File: config.mk
export PLATFORM = sky130hd
export DESIGN_NAME = pc_branch_unit
export DESIGN_NICKNAME = d
export VERILOG_FILES = /design/src/rtl/pc_branch_unit.sv
export SDC_FILE = /design/constraint.sdc
export NUM_CORES = 1
export LEC_CHECK = 0
export CAP_MARGIN = 20
export CORE_MARGIN = 5
export CORE_UTILIZATION = 46
export CTS_CLUSTER_DIAMETER = 50
export DETAILED_ROUTE_END_ITERATION = 6
export PLACE_DENSITY = 0.84
export REMOVE_ABC_BUFFERS = 1
export SLEW_MARGIN = 25
export SYNTH_ARGS = -nofsm -noshare
export SYNTH_HDL_FRONTEND = slang
export SYNTH_SLANG_ARGS = --single-unit
File: constraint.sdc
create_clock -name clock -period 4 [get_ports clock]
set_input_delay 0.8 -clock clock [delete_from_list [all_inputs] [get_ports clock]]
set_output_delay 0.8 -clock clock [all_outputs]
set_load 0.01 [all_outputs]
File: src/rtl/pc_branch_unit.sv
// ----------------------------------------------------------------------------
// pc_branch_unit
//   Program-counter and control-flow unit for the pipelined CPU. Owns the run
//   state (IDLE/EXEC/HALT), the fetch address and the squash window that
//   follows a taken branch. Branch conditions are resolved against cf/zf/nf.
//
//   Optional feature macro: RAS_ENABLE_EN
//     defined   : return-address stack (CALL via br_link, RET via br_type 111)
//     undefined : no stack storage, br_link ignored, RET never taken,
//                 ras_err tied low
//
// Parameters
//   PC_W        width of pc / fetch address / branch target
//   FLUSH_DEPTH cycles flush stays high after a taken branch (>=1)
//   RESET_PC    pc loaded on reset and on every start
//   RAS_DEPTH   return-address-stack entries (RAS_ENABLE_EN only)
//
// Ports
//   clock        in   system clock, rising edge
//   reset        in   asynchronous, active-high
//   enable       in   0 freezes all state; fetch_valid/flush forced low
//   start        in   run request, honoured in IDLE or HALT only
//   halt_req     in   HALT decoded in id stage
//   stall        in   pipeline hazard stall, holds pc
//   br_valid     in   branch resolved this cycle
//   br_type      in   000 JUMP 001 BZ 010 BNZ 011 BN 100 BNN 101 BC 110 BNC 111 RET
//   br_link      in   CALL: push return address when taken
//   br_target    in   branch destination
//   flag_cf/zf/nf in  condition flags
//   pc           out  current fetch address
//   fetch_valid  out  fetch at pc is live
//   flush        out  squash if/id stages
//   state        out  00 IDLE, 01 EXEC, 10 HALT
//   ras_err      out  sticky RAS underflow/overflow
// ----------------------------------------------------------------------------
module pc_branch_unit #(
    parameter int PC_W        = 8,
    parameter int FLUSH_DEPTH = 3,
    parameter int RESET_PC    = 0,
    parameter int RAS_DEPTH   = 4
) (
    input  logic            clock,
    input  logic            reset,
    input  logic            enable,
    input  logic            start,
    input  logic            halt_req,
    input  logic            stall,
    input  logic            br_valid,
    input  logic [2:0]      br_type,
    input  logic            br_link,
    input  logic [PC_W-1:0] br_target,
    input  logic            flag_cf,
    input  logic            flag_zf,
    input  logic            flag_nf,
    output logic [PC_W-1:0] pc,
    output logic            fetch_valid,
    output logic            flush,
    output logic [1:0]      state,
    output logic            ras_err
);

    localparam logic [1:0] ST_IDLE = 2'b00;
    localparam logic [1:0] ST_EXEC = 2'b01;
    localparam logic [1:0] ST_HALT = 2'b10;

    localparam logic [2:0] BT_JUMP = 3'b000;
    localparam logic [2:0] BT_BZ   = 3'b001;
    localparam logic [2:0] BT_BNZ  = 3'b010;
    localparam logic [2:0] BT_BN   = 3'b011;
    localparam logic [2:0] BT_BNN  = 3'b100;
    localparam logic [2:0] BT_BC   = 3'b101;
    localparam logic [2:0] BT_BNC  = 3'b110;
    localparam logic [2:0] BT_RET  = 3'b111;

    localparam int              FC_W   = $clog2(FLUSH_DEPTH + 1);
    localparam logic [PC_W-1:0] PC_RST = PC_W'(RESET_PC);

    logic [1:0]      state_q;
    logic [PC_W-1:0] pc_q;
    logic            fv_q;
    logic [FC_W-1:0] flush_cnt;

    logic            flushing;
    logic [PC_W-1:0] pc_inc;
    logic [FC_W-1:0] flush_dec;
    logic            cond_ok;
    logic            taken;
    logic [PC_W-1:0] taken_target;
    logic            start_go;

    assign flushing  = (flush_cnt != '0);
    assign pc_inc    = pc_q + PC_W'(1);
    assign flush_dec = flushing ? flush_cnt - FC_W'(1) : '0;
    assign start_go  = enable && (state_q != ST_EXEC) && start;

    always_comb begin
        cond_ok = 1'b0;
        case (br_type)
            BT_JUMP: cond_ok = 1'b1;
            BT_BZ:   cond_ok = flag_zf;
            BT_BNZ:  cond_ok = !flag_zf;
            BT_BN:   cond_ok = flag_nf;
            BT_BNN:  cond_ok = !flag_nf;
            BT_BC:   cond_ok = flag_cf;
            BT_BNC:  cond_ok = !flag_cf;
`ifdef RAS_ENABLE_EN
            BT_RET:  cond_ok = 1'b1;
`else
            BT_RET:  cond_ok = 1'b0;
`endif
            default: cond_ok = 1'b0;
        endcase
    end

    // Branches arriving inside the squash window belong to squashed
    // instructions, so they are never taken.
    assign taken = br_valid && !flushing && cond_ok;

`ifdef RAS_ENABLE_EN
    localparam int PTR_W = (RAS_DEPTH > 1) ? $clog2(RAS_DEPTH) : 1;
    localparam int CNT_W = $clog2(RAS_DEPTH + 1);

    logic [PC_W-1:0]  ras_mem [RAS_DEPTH];
    logic [PTR_W-1:0] ras_ptr;
    logic [CNT_W-1:0] ras_cnt;
    logic             ras_err_q;
    logic [PTR_W-1:0] ptr_inc;
    logic [PTR_W-1:0] ptr_dec;
    logic             ras_empty;
    logic             ras_full;
    logic [PC_W-1:0]  pop_value;
    logic             is_ret;
    logic             exec_take;
    logic             do_push;
    logic             do_pop;

    // Circular buffer: ras_ptr is the next free slot; when full, a push
    // lands on the oldest entry, which is exactly the one to discard.
    assign ptr_inc   = (ras_ptr == PTR_W'(RAS_DEPTH - 1)) ? '0 : ras_ptr + PTR_W'(1);
    assign ptr_dec   = (ras_ptr == '0) ? PTR_W'(RAS_DEPTH - 1) : ras_ptr - PTR_W'(1);
    assign ras_empty = (ras_cnt == '0);
    assign ras_full  = (ras_cnt == CNT_W'(RAS_DEPTH));
    assign pop_value = ras_empty ? PC_RST : ras_mem[ptr_dec];
    assign is_ret    = (br_type == BT_RET);
    assign exec_take = enable && (state_q == ST_EXEC) && !halt_req && taken;
    // RET only pops; br_link on a RET is not a push.
    assign do_push   = exec_take && br_link && !is_ret;
    assign do_pop    = exec_take && is_ret;

    assign taken_target = is_ret ? pop_value : br_target;
    assign ras_err      = ras_err_q;

    always_ff @(posedge clock or posedge reset) begin
        if (reset) begin
            ras_ptr   <= '0;
            ras_cnt   <= '0;
            ras_err_q <= 1'b0;
        end else if (start_go) begin
            ras_ptr <= '0;
            ras_cnt <= '0;
        end else if (do_push) begin
            ras_ptr <= ptr_inc;
            if (ras_full) begin
                ras_err_q <= 1'b1;
            end else begin
                ras_cnt <= ras_cnt + CNT_W'(1);
            end
        end else if (do_pop) begin
            if (ras_empty) begin
                ras_err_q <= 1'b1;
            end else begin
                ras_ptr <= ptr_dec;
                ras_cnt <= ras_cnt - CNT_W'(1);
            end
        end
    end

    always_ff @(posedge clock) begin
        if (do_push) begin
            ras_mem[ras_ptr] <= pc_inc;
        end
    end
`else
    logic                           unused_link;
    logic [$clog2(RAS_DEPTH+1)-1:0] unused_ras_depth;

    assign unused_link      = br_link;
    assign unused_ras_depth = '0;
    assign taken_target     = br_target;
    assign ras_err          = 1'b0;
`endif

    always_ff @(posedge clock or posedge reset) begin
        if (reset) begin
            state_q   <= ST_IDLE;
            pc_q      <= PC_RST;
            fv_q      <= 1'b0;
            flush_cnt <= '0;
        end else if (enable) begin
            case (state_q)
                ST_EXEC: begin
                    if (halt_req) begin
                        state_q   <= ST_HALT;
                        fv_q      <= 1'b0;
                        flush_cnt <= '0;
                    end else if (taken) begin
                        pc_q      <= taken_target;
                        fv_q      <= 1'b1;
                        flush_cnt <= FC_W'(FLUSH_DEPTH);
                    end else if (stall) begin
                        fv_q      <= 1'b0;
                        flush_cnt <= flush_dec;
                    end else begin
                        pc_q      <= pc_inc;
                        fv_q      <= 1'b1;
                        flush_cnt <= flush_dec;
                    end
                end
                default: begin
                    if (start) begin
                        state_q   <= ST_EXEC;
                        pc_q      <= PC_RST;
                        fv_q      <= 1'b1;
                        flush_cnt <= '0;
                    end else begin
                        fv_q <= 1'b0;
                    end
                end
            endcase
        end
    end

    assign pc          = pc_q;
    assign state       = state_q;
    assign fetch_valid = enable && fv_q;
    assign flush       = enable && flushing;

endmodule

==> out/results.tsv <==
metric	value	unit
rsz0062_at_grt	false	
power.switching	0.2307	mW
synth.avg_cell_area	8.944	sq um
die_y	54.32	microns
critPathMaxStageDelay	640	ps
synthArstFlopShare	100.0	%
synth-main-ff-cell	dfrtp_1	
viasPerCell	5.631	
crit_arrival	2150	ps
ctsHoldBuffers	0	
cp_common_cell	clkdlybuf4s50_1	
cp_cell_sequence	clkdlybuf4s50_1, and2_1, clkdlybuf4s50_1	
cp.required	3200	ps
fin_setup_tns	0	ps
critical_path.top_delay_family	buffers and inverters	
io_buffers	32	
finalHoldViolations	0	
power_density	480.1	nW/um^2
postLayoutCellArea	1252	sq um
p_leak	0.5158	nW
die_x	54.32	microns
critPathMaxFanout	10	
drive_gt1_share	4.511	%
synth_top_cells_by_area	dfrtp_1 36%, o21ai_0 6.1%, mux2i_1 5.5%, o2bb2ai_1 3.9%, inv_1 2.9%	
drc_errors	0	
clock-root-buffer	clkbuf_4	
syn_inst	101	
core	1922	sq um
via_count	901	
yosysSeqAreaShare	36.01	%
cts_buffers	3	
synth_common_cells	13 x dfrtp_1, 11 x o21ai_0, 7 x inv_1	
nets	157	
ios	35	
start_util	47.01	%
outcome	completed	
ys_ff_latch	13	
power_frac_seq	37.4	%
relSlewSlack	53.60	%
min-delay-path-class	reg2reg	
cts_resized	0	
dp.cells	156	
placed_area	1226	sq um
overflow	0	
comb_power_share	48.6	%
worst_pin_slew	694.5	ps
syn_area	903.4	sq um
ys_warn_count	0	
dieArea	2950	sq um
grt_util_all_layers	17.49	%
first_iter_violations	18	
syn_to_final_growth	38.64	%
drv_cap	0	
worstSetupPathType	in2out	
postRouteAntennaNets	0	
synth-edff-count	0	
post-dp-hpwl	1789	microns
cp_slowest_cell	clkdlybuf4s50_1	
fill_cells	179	
grt_max_degree	24	
finalClockSkew	3.240	ps
setup_viol_count_final	0	
grt_pass1_vias	861	
intPower	0.3706	mW
multiInputGateArea	513.0	sq um
h-tree-depth	1	
std_cell_rows	16	
cts_buffer_depth	2	
synth_area_leader_cell	dfrtp_1	
power	0.6013	mW
ir_drop	0.0003114	V
regArea	325.3	sq um
layout_worst_path_cycle_share	73.86	%
grt_pass1_wl	3767	microns
critPathLaunchType	primary input	
cts_tree	yes	
synth_most_common_cell	dfrtp_1	
whs	533.1	ps
synth_cell_types	39	
synth_top_area_share	36.01	%
drt_wl_total	2374	microns
wl_per_cell	14.84	microns
fmax	338.5	MHz
grt_antenna_before_repair	0	
clk_latency	280	ps
path_buf_inv	2	
gp_congestion	0.8032	
finalNonFillerCells	160	
first_pass_iters	4	
worstSetupEndpointType	primary output	
slew_viol_final	0	
cts.sinks	13	
num_antenna_cells	0	
p_sw_share	38.37	%
pwr-share-clk	14.0	%
path_clk_slew	80	ps
finalCriticalPeriod	2954	ps
post_cts_buffers	0	
[cells by family (layout without fill, tap and decap cells)]
kind of cell             count (synthesis)  count (layout)  synth area share [%]
other                                    1               1                0.4151
multiplexers                             5               5                 5.540
AO/OA/AOI/OAI                           39              39                 30.47
buffers and inverters                   12              44                 7.202
flip-flops                              13              13                 36.01
AND/OR/NAND/NOR                         30              30                 18.98
adder cells (fa/ha/maj)                  1               1                 1.385
[sequential cells by signal, indices dropped and copies added, names as in the netlist]
signal     cells
fv_q           1
state          2
pc             8
flush_cnt      2
[worst reg2reg max path: cells and delay by family, from the launching register on]
kind / cells / cell delay (ps)
AO/OA/AOI/OAI: 3 / 560
flip-flops: 1 / 420
AND/OR/NAND/NOR: 2 / 890
[routing by layer]
| layer | track usage (%) | wire [microns] |
|---|---|---|
| met1 | 21.94 | 1058 |
| met2 | 28.88 | 1089 |
| met3 | 3.815 | 178 |
| met4 | 7.054 | 47 |
| met5 | 0 | 0 |
[worst paths after layout]
check	start	to	slack, ps	depth (start not counted)
worst min register to register	pc[7]	pc[7]	530	1
min in group asynchronous	reset	pc[6]	850	2
worst max register to register	state[0]	pc[3]	2010	5
max in group asynchronous	reset	pc[1]	2790	2
worst min-delay path	pc[7]	pc[7]	530	1
worst max-delay path	enable	fetch_valid	1050	3
[layout make-up]
class	count	share of cell area (%)
sequential	13	25.97
multi-input combinational	76	40.96
inverter	7	2.098
timing repair buffer	33	26.17
tap	27	2.697
clock buffer	4	2.098
[power groups by stage]
stage | clock network [mW] | registers, mW | logic, mW
after detailed placement | 0 | 0.227 | 0.292
after global routing | 0.0895 | 0.234 | 0.323
after global placement | 0 | 0.224 | 0.286
after floorplan | 0 | 0.235 | 0.138
after CTS | 0.0857 | 0.225 | 0.294
final | 0.0845 | 0.225 | 0.292
[metrics by stage]
step / util, % / setup slack, ps
floorplan: - / 1228
global placement: 63.80 / 1068
detailed placement: 63.80 / 1055
CTS: 65.17 / 1054
global route: 65.17 / 980.6
finish: 65.17 / 1046
[cells in the final DEF, fill, tap and decap left out, drive strengths merged, types with 2 or more instances in the layout]
master / instances
mux2i: 5
o21a: 3
clkdlybuf4s50: 32
inv: 7
nand2b: 2
dfrtp: 13
a21boi: 2
nand3: 4
nand2: 4
or3: 2
nor2b: 3
a31oi: 2
and4: 2
and3: 2
o2bb2ai: 4
a32oi: 2
clkbuf: 4
o21ai: 13
nor2: 6
a21oi: 3
a32o: 2
Power figures use the tool's default switching activity.
